$ cat config.mk
export PLATFORM = sky130hd
export DESIGN_NAME = fetch_hazard_ctrl_flat
export DESIGN_NICKNAME = d
export VERILOG_FILES = /design/src/rtl/pipe_ctrl_pkg.sv /design/src/rtl/fetch_hazard_ctrl_if.sv /design/src/rtl/load_use_detect.sv /design/src/rtl/fetch_hazard_ctrl.sv /design/src/flat_wrapper.sv
export SDC_FILE = /design/constraint.sdc
export NUM_CORES = 1
export LEC_CHECK = 0
export ABC_AREA = 1
export CAP_MARGIN = 20
export CORE_MARGIN = 8
export CORE_UTILIZATION = 39
export CTS_CLUSTER_SIZE = 10
export DETAILED_ROUTE_END_ITERATION = 10
export GPL_ROUTABILITY_DRIVEN = 1
export PLACE_DENSITY = 0.73
export SLEW_MARGIN = 0
export SYNTH_ARGS = -nofsm -noshare
export SYNTH_HDL_FRONTEND = slang
export SYNTH_SLANG_ARGS = --single-unit
$ cat constraint.sdc
create_clock -name clock -period 1.44 [get_ports clock]
set_input_delay 0.144 -clock clock [delete_from_list [all_inputs] [get_ports clock]]
set_output_delay 0.144 -clock clock [all_outputs]
set_load 0.02 [all_outputs]
$ cat src/rtl/pipe_ctrl_pkg.sv
// Shared pipeline-control definitions: sequencer state encoding, the NOP
// instruction word and the register-address width.
package pipe_ctrl_pkg;
  localparam int          REG_ADDR_W = 5;
  localparam logic [31:0] NOP        = 32'h0000_0013;

  typedef enum logic [1:0] {
    RUN        = 2'd0,
    LOAD_STALL = 2'd1,
    REDIRECT   = 2'd2,
    IMEM_WAIT  = 2'd3
  } state_e;
endpackage

$ cat src/rtl/fetch_hazard_ctrl_if.sv
// Hazard inputs and pipeline-control outputs of the fetch sequencer.
// The perf counter signals exist only when FETCH_HZ_PERF_EN is defined.
interface fetch_hazard_ctrl_if
  import pipe_ctrl_pkg::*;
#(
  parameter int AW = REG_ADDR_W
);
  logic          branch_taken_M;
  logic          mem_read_E;
  logic [AW-1:0] rd_E;
  logic [AW-1:0] rs1_D;
  logic [AW-1:0] rs2_D;
  logic          imem_ready;
  logic          pc_src;
  logic          pc_en;
  logic          ifd_en;
  logic          ifd_flush;
  logic          dex_flush;
  logic          emr_flush;
  logic          imem_timeout;
`ifdef FETCH_HZ_PERF_EN
  logic [31:0]   stall_cnt;
  logic [31:0]   flush_cnt;
  logic [31:0]   wait_cnt_total;

  modport master (
    output branch_taken_M, mem_read_E, rd_E, rs1_D, rs2_D, imem_ready,
    input  pc_src, pc_en, ifd_en, ifd_flush, dex_flush, emr_flush, imem_timeout,
    input  stall_cnt, flush_cnt, wait_cnt_total
  );
  modport slave (
    input  branch_taken_M, mem_read_E, rd_E, rs1_D, rs2_D, imem_ready,
    output pc_src, pc_en, ifd_en, ifd_flush, dex_flush, emr_flush, imem_timeout,
    output stall_cnt, flush_cnt, wait_cnt_total
  );
`else
  modport master (
    output branch_taken_M, mem_read_E, rd_E, rs1_D, rs2_D, imem_ready,
    input  pc_src, pc_en, ifd_en, ifd_flush, dex_flush, emr_flush, imem_timeout
  );
  modport slave (
    input  branch_taken_M, mem_read_E, rd_E, rs1_D, rs2_D, imem_ready,
    output pc_src, pc_en, ifd_en, ifd_flush, dex_flush, emr_flush, imem_timeout
  );
`endif
endinterface

$ cat src/rtl/load_use_detect.sv
// Combinational load-use hazard check between the load in E and the
// instruction in D; x0 never creates a hazard.
module load_use_detect
  import pipe_ctrl_pkg::*;
#(
  parameter int AW = REG_ADDR_W
) (
  input  logic          mem_read_E_i,
  input  logic [AW-1:0] rd_E_i,
  input  logic [AW-1:0] rs1_D_i,
  input  logic [AW-1:0] rs2_D_i,
  output logic          lu_o
);
  assign lu_o = mem_read_E_i && (rd_E_i != '0) &&
                ((rd_E_i == rs1_D_i) || (rd_E_i == rs2_D_i));
endmodule

$ cat src/rtl/fetch_hazard_ctrl.sv
// Fetch/pipeline sequencer: redirect > imem wait > load-use stall, Mealy outputs.
// Optional perf counters are built when FETCH_HZ_PERF_EN is defined.
module fetch_hazard_ctrl
  import pipe_ctrl_pkg::*;
#(
  parameter int REG_ADDR_W    = pipe_ctrl_pkg::REG_ADDR_W,
  parameter int IMEM_WAIT_MAX = 15,
  parameter int WAIT_CNT_W    = 8
) (
  input logic                clock,
  input logic                reset,
  fetch_hazard_ctrl_if.slave bus
);
  state_e                state_q, state_d;
  logic [WAIT_CNT_W-1:0] wait_cnt_q, wait_cnt_d;
  logic                  init_q;
  logic                  timeout_q;
  logic                  to_set;
  logic                  lu;
  logic                  pc_src, pc_en, ifd_en, ifd_flush, dex_flush, emr_flush;

  load_use_detect #(.AW(REG_ADDR_W)) u_lu (
    .mem_read_E_i (bus.mem_read_E),
    .rd_E_i       (bus.rd_E),
    .rs1_D_i      (bus.rs1_D),
    .rs2_D_i      (bus.rs2_D),
    .lu_o         (lu)
  );

  // init_q marks the single cycle after reset, which still flushes everything
  always_ff @(posedge clock) begin
    if (reset) begin
      state_q    <= RUN;
      wait_cnt_q <= '0;
      init_q     <= 1'b1;
      timeout_q  <= 1'b0;
    end else begin
      state_q    <= state_d;
      wait_cnt_q <= wait_cnt_d;
      init_q     <= 1'b0;
      timeout_q  <= timeout_q | to_set;
    end
  end

  always_comb begin
    pc_src     = 1'b1;
    pc_en      = 1'b1;
    ifd_en     = 1'b1;
    ifd_flush  = 1'b0;
    dex_flush  = 1'b0;
    emr_flush  = 1'b0;
    state_d    = RUN;
    wait_cnt_d = '0;
    to_set     = 1'b0;
    if (reset || init_q) begin
      pc_en     = 1'b0;
      ifd_en    = 1'b0;
      ifd_flush = 1'b1;
      dex_flush = 1'b1;
      emr_flush = 1'b1;
    end else if (bus.branch_taken_M) begin
      pc_src    = 1'b0;
      ifd_flush = 1'b1;
      dex_flush = 1'b1;
      emr_flush = 1'b1;
      state_d   = REDIRECT;
    end else if (!bus.imem_ready) begin
      pc_en      = 1'b0;
      ifd_flush  = 1'b1;
      state_d    = IMEM_WAIT;
      wait_cnt_d = (wait_cnt_q == '1) ? wait_cnt_q : wait_cnt_q + WAIT_CNT_W'(1);
      to_set     = (wait_cnt_d >= WAIT_CNT_W'(IMEM_WAIT_MAX));
    end else if (lu && (state_q == RUN || state_q == REDIRECT)) begin
      // the cycle after a stall the load sits in M and D is served by forwarding
      pc_en     = 1'b0;
      ifd_en    = 1'b0;
      dex_flush = 1'b1;
      state_d   = LOAD_STALL;
    end
  end

  assign bus.pc_src       = pc_src;
  assign bus.pc_en        = pc_en;
  assign bus.ifd_en       = ifd_en;
  assign bus.ifd_flush    = ifd_flush;
  assign bus.dex_flush    = dex_flush;
  assign bus.emr_flush    = emr_flush;
  assign bus.imem_timeout = !reset && (timeout_q || to_set);

`ifdef FETCH_HZ_PERF_EN
  logic [31:0] stall_cnt_q, flush_cnt_q, wait_tot_q;

  // state_d names exactly the event taken this cycle
  always_ff @(posedge clock) begin
    if (reset) begin
      stall_cnt_q <= '0;
      flush_cnt_q <= '0;
      wait_tot_q  <= '0;
    end else begin
      if (state_d == LOAD_STALL) stall_cnt_q <= stall_cnt_q + 32'd1;
      if (state_d == REDIRECT)   flush_cnt_q <= flush_cnt_q + 32'd1;
      if (state_d == IMEM_WAIT)  wait_tot_q  <= wait_tot_q + 32'd1;
    end
  end

  assign bus.stall_cnt      = stall_cnt_q;
  assign bus.flush_cnt      = flush_cnt_q;
  assign bus.wait_cnt_total = wait_tot_q;
`endif
endmodule
$ cat src/flat_wrapper.sv
// flat-port wrapper written by rule: the top's interface ports become plain ports
module fetch_hazard_ctrl_flat import pipe_ctrl_pkg::*;
#(
  parameter int REG_ADDR_W    = pipe_ctrl_pkg::REG_ADDR_W,
  parameter int IMEM_WAIT_MAX = 15,
  parameter int WAIT_CNT_W    = 8
)
  (clock, reset, bus_branch_taken_M, bus_mem_read_E, bus_rd_E, bus_rs1_D, bus_rs2_D, bus_imem_ready, bus_pc_src, bus_pc_en, bus_ifd_en, bus_ifd_flush, bus_dex_flush, bus_emr_flush, bus_imem_timeout);
  fetch_hazard_ctrl_if bus_i ();
  input logic clock;
  input logic reset;
  input wire logic [$bits(bus_i.branch_taken_M)-1:0] bus_branch_taken_M;
  input wire logic [$bits(bus_i.mem_read_E)-1:0] bus_mem_read_E;
  input wire logic [$bits(bus_i.rd_E)-1:0] bus_rd_E;
  input wire logic [$bits(bus_i.rs1_D)-1:0] bus_rs1_D;
  input wire logic [$bits(bus_i.rs2_D)-1:0] bus_rs2_D;
  input wire logic [$bits(bus_i.imem_ready)-1:0] bus_imem_ready;
  output wire logic [$bits(bus_i.pc_src)-1:0] bus_pc_src;
  output wire logic [$bits(bus_i.pc_en)-1:0] bus_pc_en;
  output wire logic [$bits(bus_i.ifd_en)-1:0] bus_ifd_en;
  output wire logic [$bits(bus_i.ifd_flush)-1:0] bus_ifd_flush;
  output wire logic [$bits(bus_i.dex_flush)-1:0] bus_dex_flush;
  output wire logic [$bits(bus_i.emr_flush)-1:0] bus_emr_flush;
  output wire logic [$bits(bus_i.imem_timeout)-1:0] bus_imem_timeout;
  assign bus_i.branch_taken_M = bus_branch_taken_M;
  assign bus_i.mem_read_E = bus_mem_read_E;
  assign bus_i.rd_E = bus_rd_E;
  assign bus_i.rs1_D = bus_rs1_D;
  assign bus_i.rs2_D = bus_rs2_D;
  assign bus_i.imem_ready = bus_imem_ready;
  assign bus_pc_src = bus_i.pc_src;
  assign bus_pc_en = bus_i.pc_en;
  assign bus_ifd_en = bus_i.ifd_en;
  assign bus_ifd_flush = bus_i.ifd_flush;
  assign bus_dex_flush = bus_i.dex_flush;
  assign bus_emr_flush = bus_i.emr_flush;
  assign bus_imem_timeout = bus_i.imem_timeout;
  fetch_hazard_ctrl #(.REG_ADDR_W(REG_ADDR_W), .IMEM_WAIT_MAX(IMEM_WAIT_MAX), .WAIT_CNT_W(WAIT_CNT_W)) u_core (.clock(clock), .reset(reset), .bus(bus_i));
endmodule
# == Word-level counts from Yosys, hierarchy flattened ==
# Index checks and enable logic that the tools add are counted.
# totals
out_inout_bits,7
reg_bits,12
# op_classes
add_sub_neg,1
order_cmp,1
reduce_logical,14
n_bitwise,1
n_mux,26
n_eq_ne,4
# ops
operator,n
2-to-1 mux 1 bit,23
equality test 5 bit,2
"adder 8 x 1 -> 8 bit, second input constant",1
"equality test 8 bit, second input constant",1
"greater-or-equal comparator 8 x 4 -> 1 bit, second input constant",1
2-to-1 mux 8 bit,1
nonzero test 5 bit,1
logical AND 1 bit,4
logical OR 1 bit,4
2-to-1 mux 2 bit,2
OR reduction 4 bit,1
OR reduction 3 bit,1
"equality test 2 bit, second input constant",1
logical NOT 2 bit,1
OR reduction 2 bit,1
logical NOT 1 bit,1
OR 1 bit,1

# == Logic depth before layout (Yosys ltp) ==
# Gate-level depths: netlist of run 1.
# logic_depth
depth_word,8
ltp_mapped,10
mapped_depth_nobuf,10

# == Hierarchy ==
# Synthesis of run 1 repeated with hierarchy kept, for this count alone.
# hier_totals
cells_unflattened,138
area_unflattened_um2,807.0
# by_module_without_submodules
mod,cells_per_inst,n_inst,area_per_inst_um2
fetch_hazard_ctrl,93,1,611.8
load_use_detect,45,1,195.2

# == Worst setup path before layout of run 1 ==
# No wires, ideal clock.
# synth_path
path_kind,register to output
startpoint,register u_core.wait_cnt_q[0]
endpoint,output bus_imem_timeout
path_slack_ps,-197
arrival_ps,1493
stages_incl_launch_ff,10
path_cell_list,dfxtp_1 -> ha_1 -> inv_1 -> nor2_4 -> nand2_2 -> o21ai_2 -> nor2_1 -> nand2_1 -> nand2_1 -> a21oi_1
# synth_between
elab_chain_len,8
word_cells_on_any_way,9
classes_between,add/sub (1); order compare (1); eq/ne (1); mux (4); reduce/logical (2)
# synth_rtl
item,line_no,source
from (decl),fetch_hazard_ctrl.sv:15,"logic [WAIT_CNT_W-1:0] wait_cnt_q, wait_cnt_d;"
from (signal assigned),fetch_hazard_ctrl.sv:39,wait_cnt_q <= wait_cnt_d;
adder 8 x 1 -> 8 bit / equality test 8 bit (equally long branches),fetch_hazard_ctrl.sv:71,wait_cnt_d = (wait_cnt_q == '1) ? wait_cnt_q : wait_cnt_q + WAIT_CNT_W'(1);
2-to-1 mux 8 bit *,fetch_hazard_ctrl.sv:71,
greater-or-equal comparator 8 x 4 -> 1 bit *,fetch_hazard_ctrl.sv:72,to_set = (wait_cnt_d >= WAIT_CNT_W'(IMEM_WAIT_MAX));
2-to-1 mux 1 bit *,fetch_hazard_ctrl.sv:67,end else if (!bus.imem_ready) begin
2-to-1 mux 1 bit *,fetch_hazard_ctrl.sv:61,end else if (bus.branch_taken_M) begin
2-to-1 mux 1 bit *,fetch_hazard_ctrl.sv:55,if (reset || init_q) begin
logical OR 1 bit *,fetch_hazard_ctrl.sv:88,assign bus.imem_timeout = !reset && (timeout_q || to_set);
logical AND 1 bit *,fetch_hazard_ctrl.sv:88,
to (decl),flat_wrapper.sv:24,output wire logic [$bits(bus_i.imem_timeout)-1:0] bus_imem_timeout;
# Mark *: on every way between the ends. The rest lies on a longest branch, timed or not.

# == Worst setup path after layout of run 1 ==
# layout_path
startpoint,register u_core.wait_cnt_q[1]
endpoint,output bus_imem_timeout
# Same word-level chain as after synthesis.

==> summary.md, run 1 <==
| Metric | Value |
|---|---|
| Setup crit end kind | `output port` |
| Vias in the first global route | `878` |
| Main synth FF type | `dfxtp_1` |
| GRT overflow | `0` |
| Ports | `27` |
| CP endpoint | `bus_imem_timeout` |
| Seq cells post-synth | `11` |
| DR pass1 iterations | `4` |
| Synth unique cells | `22` |
| Final hold vios | `0` |
| Ant. Diodes | `0` |
| Met1 Usage GRT | `12.2%` |
| Root buffer cell | `clkbuf_4` |
| WP data required | `1300 ps` |
| Layout cells sized above 1 | `43.5%` |
| R2r setup slk | `-270 ps` |
| Reg2reg start | `u_core.wait_cnt_q[1]` |
| Reg-to-reg endpoint | `u_core.timeout_q` |
| Largest fanout on the critical path | `5` |
| Final net count | `190` |
| Setup crit start | `u_core.wait_cnt_q[1]` |
| Hold WC Path Type | `in -> reg` |
| Row cnt | `16` |
| Area growth syn-to-layout | `67.8%` |
| Worst r2r path cells | `12` |
| Pleak | `0.625 nW` |
| Ys Warns | `0` |
| Post-route ant nets | `0` |
| GR Util met3 | `5.38%` |
| Total of max-cap violations | `0` |
| CP Launch Type | `flop` |
| RD Place Congestion | `0.775` |
| Number of remaining DRC errors | `0` |
| First-pass GRT wire length | `3480 microns` |
| Synthesized Nets | `approximately 140` |
| Top-area cell type share of the netlist area | `28.9%` |
| Core Util, Final | `67.1%` |
| Worst Tran Pin Value | `232 ps` |
| Seq/Total Area, Yosys | `28.9%` |
| Routed WL | `2300 microns` |
| Clock Skew | `2.11 ps` |
| Initial core utilization | `40.0%` |
| Clock-pin slew on the worst setup and hold paths | `80 ps` |
| Wire per inst | `about 12 microns` |
| Failing checks | `negative setup slack` |
| Setup-violating endpoint count in the final report | `2` |
| Port buffer count | `26` |
| Final critical-path required period | `1900 ps` |
| Status | `finished, violations left` |
| CTS sink count | `11` |
| Die footprint | `around 0.0036 sq mm` |
| Iter 0 DRT Violations | `15` |
| Cells after Synth | `115` |
| Die Width | `60.2 microns` |
| Synth top area cells | `dfxtp_1 (29%), nand2_1 (13%), nand3_1 (8.6%)` |
| Synthesized area per cell | `6.62 sq um` |
| Yosys top cell by area | `dfxtp_1` |
| Final Max Slew Viols | `0` |
| Total Neg Setup Slack | `-734 ps` |
| Asr flop ratio synth | `0%` |
| Period utilization | `132%` |
| Fmax | `between 500 and 600 MHz` |
| Post-Layout Cell Count | `195` |
| Critical path arrival | `~1800 ps` |
| Sequential cell area | `between 200 and 250 sq um` |
| Multi-input gate area | `between 500 and 600 sq um` |
| Clock Tree Buf Depth | `2` |
| Filler cells | `around 170` |
| Placed insts | `~180` |
| Slew margin rel. | `84.5%` |
| Max VDD drop | `594 uV` |
| CTS tree | `done` |
| H-tree depth | `1` |
| Worst Slack Setup Final | `-460 ps` |
| Worst-skew pair later-pin latency | `280 ps` |
| DR vias/cell | `about 4.7` |
| P per Cell Area | `529 mW/mm^2` |
| Total track usage | `12.4%` |
| CTS Buf Count | `3` |
| Busiest grt layer | `met2` |
| Core area | `0.00190 sq mm` |
| Cts hold-fix bufs | `0` |
| Pre-CTS setup slack | `-632 ps` |
| Final HPWL DP | `approximately 1700 microns` |
| Netlist Area Pre-Place | `761 sq um` |
| Largest net degree at the start of global routing | `8` |
| Die height | `60.2 microns` |
| Initial antenna violation count | `0` |
| RSZ-0062 raised after global routing | `yes` |
| Setup CP Type | `reg -> out` |
| Post-synth EDFFs | `0` |
| Via Count | `924` |
| Total power | `675 uW` |
| GR met2 Demand/Resource | `23.2%` |
[state kept, by name, indices dropped and copies added, names as in the netlist]
name               count
u_core.timeout_q       1
u_core.init_q          1
u_core.wait_cnt_q      8
u_core.state_q         1
[cell type report]
cell class	count	share of cell area [%]
sequential	11	17.6
tap	27	2.65
timing repair buffer	48	28.7
clock inverter	1	0.392
inverter	17	5.00
clock buffer	3	1.76
multi-input combinational	88	43.8
[Yosys cell counts (2+ instances only)]
library cell	n
xor2_1	6
nand2_2	2
nor2_2	2
nand3_1	13
nor2_1	12
a21oi_1	6
nand2_1	26
xnor2_1	5
nor3_1	2
inv_1	17
dfxtp_1	11
nor2_4	2
a31oi_1	2
[timing repair]
action | CTS | global route
buffers inserted | 7 | 2
pin swaps | 20 | 11
endpoints found under the setup margin | 8 | 8
gates cloned | 1 | 0
resized for setup | 69 | 18
[routing by layer]
layer | vias to the layer above | routed length, microns | part of all wire, %
met5 | - | 0 | 0
met2 | 19 | 1250 | 55
met1 | 432 | 900 | 39
met3 | 2 | 135 | 5.9
met4 | 0 | 6 | 0.26
li1 | 471 | - | -
[through the flow]
step	hold WS, ps	instance area (sq um)
floorplan	172	792
global placement	480	1200
detailed placement	498	1200
CTS	404	1280
global route	217	1280
finish	214	1280
[power by group]
| part | switching (mW) | total [mW] | internal [mW] | leakage (nW) |
|---|---|---|---|---|
| clock | 0.116 | 0.219 | 0.103 | 0.0177 |
| sequential | 0.00217 | 0.310 | 0.307 | 0.0906 |
| combinational | 0.0702 | 0.146 | 0.0760 | 0.517 |
| total | 0.188 | 0.675 | 0.486 | 0.625 |
[critical path, stage by stage, from the launching register on]
cell	delay, ps
dfxtp_2	350
ha_4	150
inv_2	40
nor2_4	200
nand2_4	110
nand2_1	100
nand3_2	80
nor2_2	110
nor2_2	60
a21oi_2	130
buf_4	150
[cell families (layout without fill, tap and decap cells)]
| group | after synthesis | count (layout) | synth area share, % |
|---|---|---|---|
| flip-flops | 11 | 11 | 28.9 |
| XOR/XNOR | 11 | 11 | 12.7 |
| AND/OR/NAND/NOR | 63 | 64 | 39.0 |
| adder cells (fa/ha/maj) | 1 | 1 | 1.64 |
| buffers and inverters | 17 | 69 | 8.39 |
| AO/OA/AOI/OAI | 12 | 12 | 9.38 |
[worst min path at each step]
| stage | end | depth (start not counted) | slack, ps | start |
|---|---|---|---|---|
| 2_1_floorplan | u_core.init_q | 0 | 170 | reset |
| 3_3_place_gp | u_core.timeout_q | 2 | 480 | u_core.timeout_q |
| 3_5_place_dp | u_core.timeout_q | 2 | 500 | u_core.timeout_q |
| 4_1_cts | u_core.state_q[0] | 6 | 400 | bus_rd_E[3] |
| 5_1_grt | u_core.init_q | 2 | 220 | reset |
| 6_report | u_core.init_q | 2 | 210 | reset |
[layout by cell type (no fill, tap or decap), types with 2 or more instances in the layout]
cell type and count:
clkbuf_4 3, inv_1 14, nand2_2 10, nor2_4 3
a21oi_1 5, nand2_1 18, nand2_4 2, buf_2 8
dfxtp_2 4, xnor2_1 5, nand3_2 4, nand3_1 9
buf_4 23, dlygate4sd2_1 5, dfxtp_1 7, clkdlybuf4s50_1 3
nor2_2 3, xor2_1 6, clkbuf_2 3, nor2_1 10
clkdlybuf4s15_1 3, inv_2 3, a31oi_1 2
Note: power is estimated with default switching activity, not from simulation.
==> inputs of run 2 (changes only) <==
CORE_MARGIN = 5   (was 8)
CORE_UTILIZATION = 40   (was 39)
DONT_BUFFER_PORTS = 1   (was not set)
PLACE_DENSITY = 0.55   (was 0.73)
==> run 2 against run 1 <==
The run still ends with negative setup slack left. Count of clock-buffer cells in the layout rose by 1. Clock skew is 8.0 ps higher. Cell count down 16%. Combinational power is 46% lower. Via count down 17%. Critical path depth fell by 1. Utilization down 9.4 points. Critical path type unchanged.
==> summary.md, run 2 (synthesis results as in run 1) <==
| Metric | Value |
|---|---|
| Status | `finished, violations left` |
| Failing checks | `negative setup slack` |
| CP most frequent cell | `nand2_1` |
| Reg2reg start | `u_core.wait_cnt_q[0]` |
| Final critical-path required period | `1830 ps` |
| Placed insts | `154` |
| Setup crit end kind | `output port` |
| Area growth syn-to-layout | `33.7%` |
| Worst-skew pair later-pin latency | `280 ps` |
| Delay-heaviest family, CP | `simple AND/OR/NAND/NOR gates` |
| Total of max-cap violations | `0` |
| Commonest non-fill, non-tap cell in the layout | `nand2_1` |
| Setup crit start | `u_core.wait_cnt_q[0]` |
| CTS tree | `done` |
| Clock Skew | `roughly 10 ps` |
| WP buf/inv | `1` |
| CTS sink count | `11` |
| WP data required | `1300 ps` |
| Worst Slack Setup Final | `-390 ps` |
| Reg-to-reg endpoint | `u_core.timeout_q` |
| DR vias/cell | `4.71` |
| Core Util, Final | `57.7%` |
| Period utilization | `127%` |
| Initial antenna violation count | `0` |
| Port buffer count | `0` |
| Number of remaining DRC errors | `0` |
| Top reg by flops | `u_core.wait_cnt_q` |
| Routed WL | `1790 microns` |
| R2r setup slk | `-30 ps` |
| Initial core utilization | `43.1%` |
| Filler cells | `179` |
| Worst Tran Pin Value | `roughly 220 ps` |
| Die Width | `roughly 54 microns` |
| Final HPWL DP | `approximately 1400 microns` |
| Multi-input gate area | `approximately 520 sq um` |
| Max VDD drop | `558 uV` |
| RD Place Congestion | `just under 0.8` |
| Wire per inst | `11.0 microns` |
| Critical path arrival | `1690 ps` |
| Core area | `roughly 0.0018 sq mm` |
| Stages on worst setup path | `9` |
| Die footprint | `0.00287 sq mm` |
| Number of flip-flops under the largest register name | `8` |
| Most frequent cells in the layout | `nand2_1 (25), buf_4 (17), inv_1 (15), nand3_1 (11), nor2_1 (11)` |
| DR pass1 iterations | `3` |
| Post-route ant nets | `0` |
| Die height | `53.6 microns` |
| Post-DP Area | `928 sq um` |
| Total track usage | `13.7%` |
| Final instance area | `0.00102 sq mm` |
| Final Max Slew Viols | `0` |
| Setup CP Type | `reg -> out` |
| CTS Buf Count | `3` |
| Total power | `609 uW` |
| Ports | `27` |
| P per Cell Area | `599 mW/mm^2` |
| CP Launch Type | `flop` |
| First-pass GRT wire length | `2800 microns` |
| Setup-violating endpoint count in the final report | `2` |
| CP Cell Sequence | `ha_4, inv_2, nor2_4, nand2_4, nand3_1, nor2_1, nand2_1, nand2_1, a21oi_4` |
| RSZ-0062 raised after global routing | `yes` |
| Via Count | `around 770` |
| Final hold vios | `0` |
| H-tree depth | `1` |
| Largest fanout on the critical path | `10` |
| Ant. Diodes | `0` |
| Final net count | `between 150 and 200` |
| Pleak | `0.482 nW` |
| Iter 0 DRT Violations | `10` |
| Layout cells sized above 1 | `about 29%` |
| Vias in the first global route | `710` |
| Slowest stage delay, CP | `360 ps` |
| Slew margin rel. | `85.1%` |
| GRT overflow | `0` |
| Post-Layout Cell Count | `163` |
| Fmax | `547 MHz` |
| Hold WC Path Type | `in -> reg` |
| CP endpoint | `bus_imem_timeout` |
| Root buffer cell | `clkbuf_4` |
| Sequential cell area | `between 200 and 250 sq um` |
| Largest net degree at the start of global routing | `11` |
| Row cnt | `15` |
| Clock-pin slew on the worst setup and hold paths | `approximately 80 ps` |
| Worst r2r path cells | `10` |
| CP max-delay cell | `dfxtp_2` |
| Clock Tree Buf Depth | `2` |
==> run 2: changes by cell type in the layout (fill, tap and decap cells not counted), moves of 2 or more <==
cell and change:
dlygate4sd2_1 -5, buf_4 -6, clkdlybuf4s50_1 -3, nand3_2 -2
buf_2 -8, clkdlybuf4s15_1 -3, nand2_2 -7, nand2_1 +7
nand3_1 +2, dlygate4sd3_1 +2, clkbuf_2 -3
==> run 2: final cells by class <==
| type | count | share of cell area (%) |
|---|---|---|
| clock buffer | 4 | 2.58 |
| inverter | 17 | 6.27 |
| multi-input combinational | 87 | 51.5 |
| sequential | 11 | 22.0 |
| tap | 25 | 3.08 |
| timing repair buffer | 19 | 14.5 |
==> run 2: worst min-delay path by stage <==
stage | start | to | slack [ps] | cells past startpoint
after global routing | bus_imem_ready | u_core.wait_cnt_q[5] | 50 | 3
after CTS | bus_imem_ready | u_core.wait_cnt_q[5] | 30 | 3
after floorplan | reset | u_core.init_q | 170 | 0
final | bus_imem_ready | u_core.wait_cnt_q[5] | 30 | 3
after global placement | reset | u_core.init_q | 170 | 0
after detailed placement | reset | u_core.init_q | 170 | 0
==> run 2: per-stage QoR <==
stage               setup WS, ps  hold slack, ps  TNS [ps]
floorplan                  -1.88             172     -1.88
global placement           -87.0             172     -87.0
detailed placement         -94.4             172     -95.6
CTS                         -371            29.8      -416
global route                -489            45.8      -635
finish                      -390            34.8      -422
==> run 2: repair_timing <==
item	CTS	global route
hold endpoints to repair	3	0
setup buffers	1	3
endpoints found under the setup margin	2	4
pin swaps	0	4
gates resized for setup	2	5
hold buffers	2	0
==> run 2: metal layers <==
layer | GRT usage, % | wire length [microns] | vias to the layer above | share of wire (%)
li1 | - | - | 409 | -
met1 | 15.9 | 773 | 340 | 43
met2 | 23.5 | 888 | 15 | 50
met3 | 1.94 | 87 | 4 | 4.9
met4 | 8.94 | 41 | 0 | 2.3
met5 | 0 | 0 | - | 0
==> run 2: report_power, final <==
group | total, mW | switching [mW] | leakage (nW) | internal (mW)
logic | 0.0793 | 0.0412 | 0.377 | 0.0381
registers | 0.310 | 0.00227 | 0.0901 | 0.308
clock network | 0.220 | 0.112 | 0.0150 | 0.107
total | 0.609 | 0.156 | 0.482 | 0.453
==> run 2: worst reg2reg max path: cells and delay by family (launching register included) <==
kind,cells,cell delay [ps]
adder cells (fa/ha/maj),1,140
flip-flops,1,360
AND/OR/NAND/NOR,7,720
AO/OA/AOI/OAI,1,80
buffers and inverters,1,40
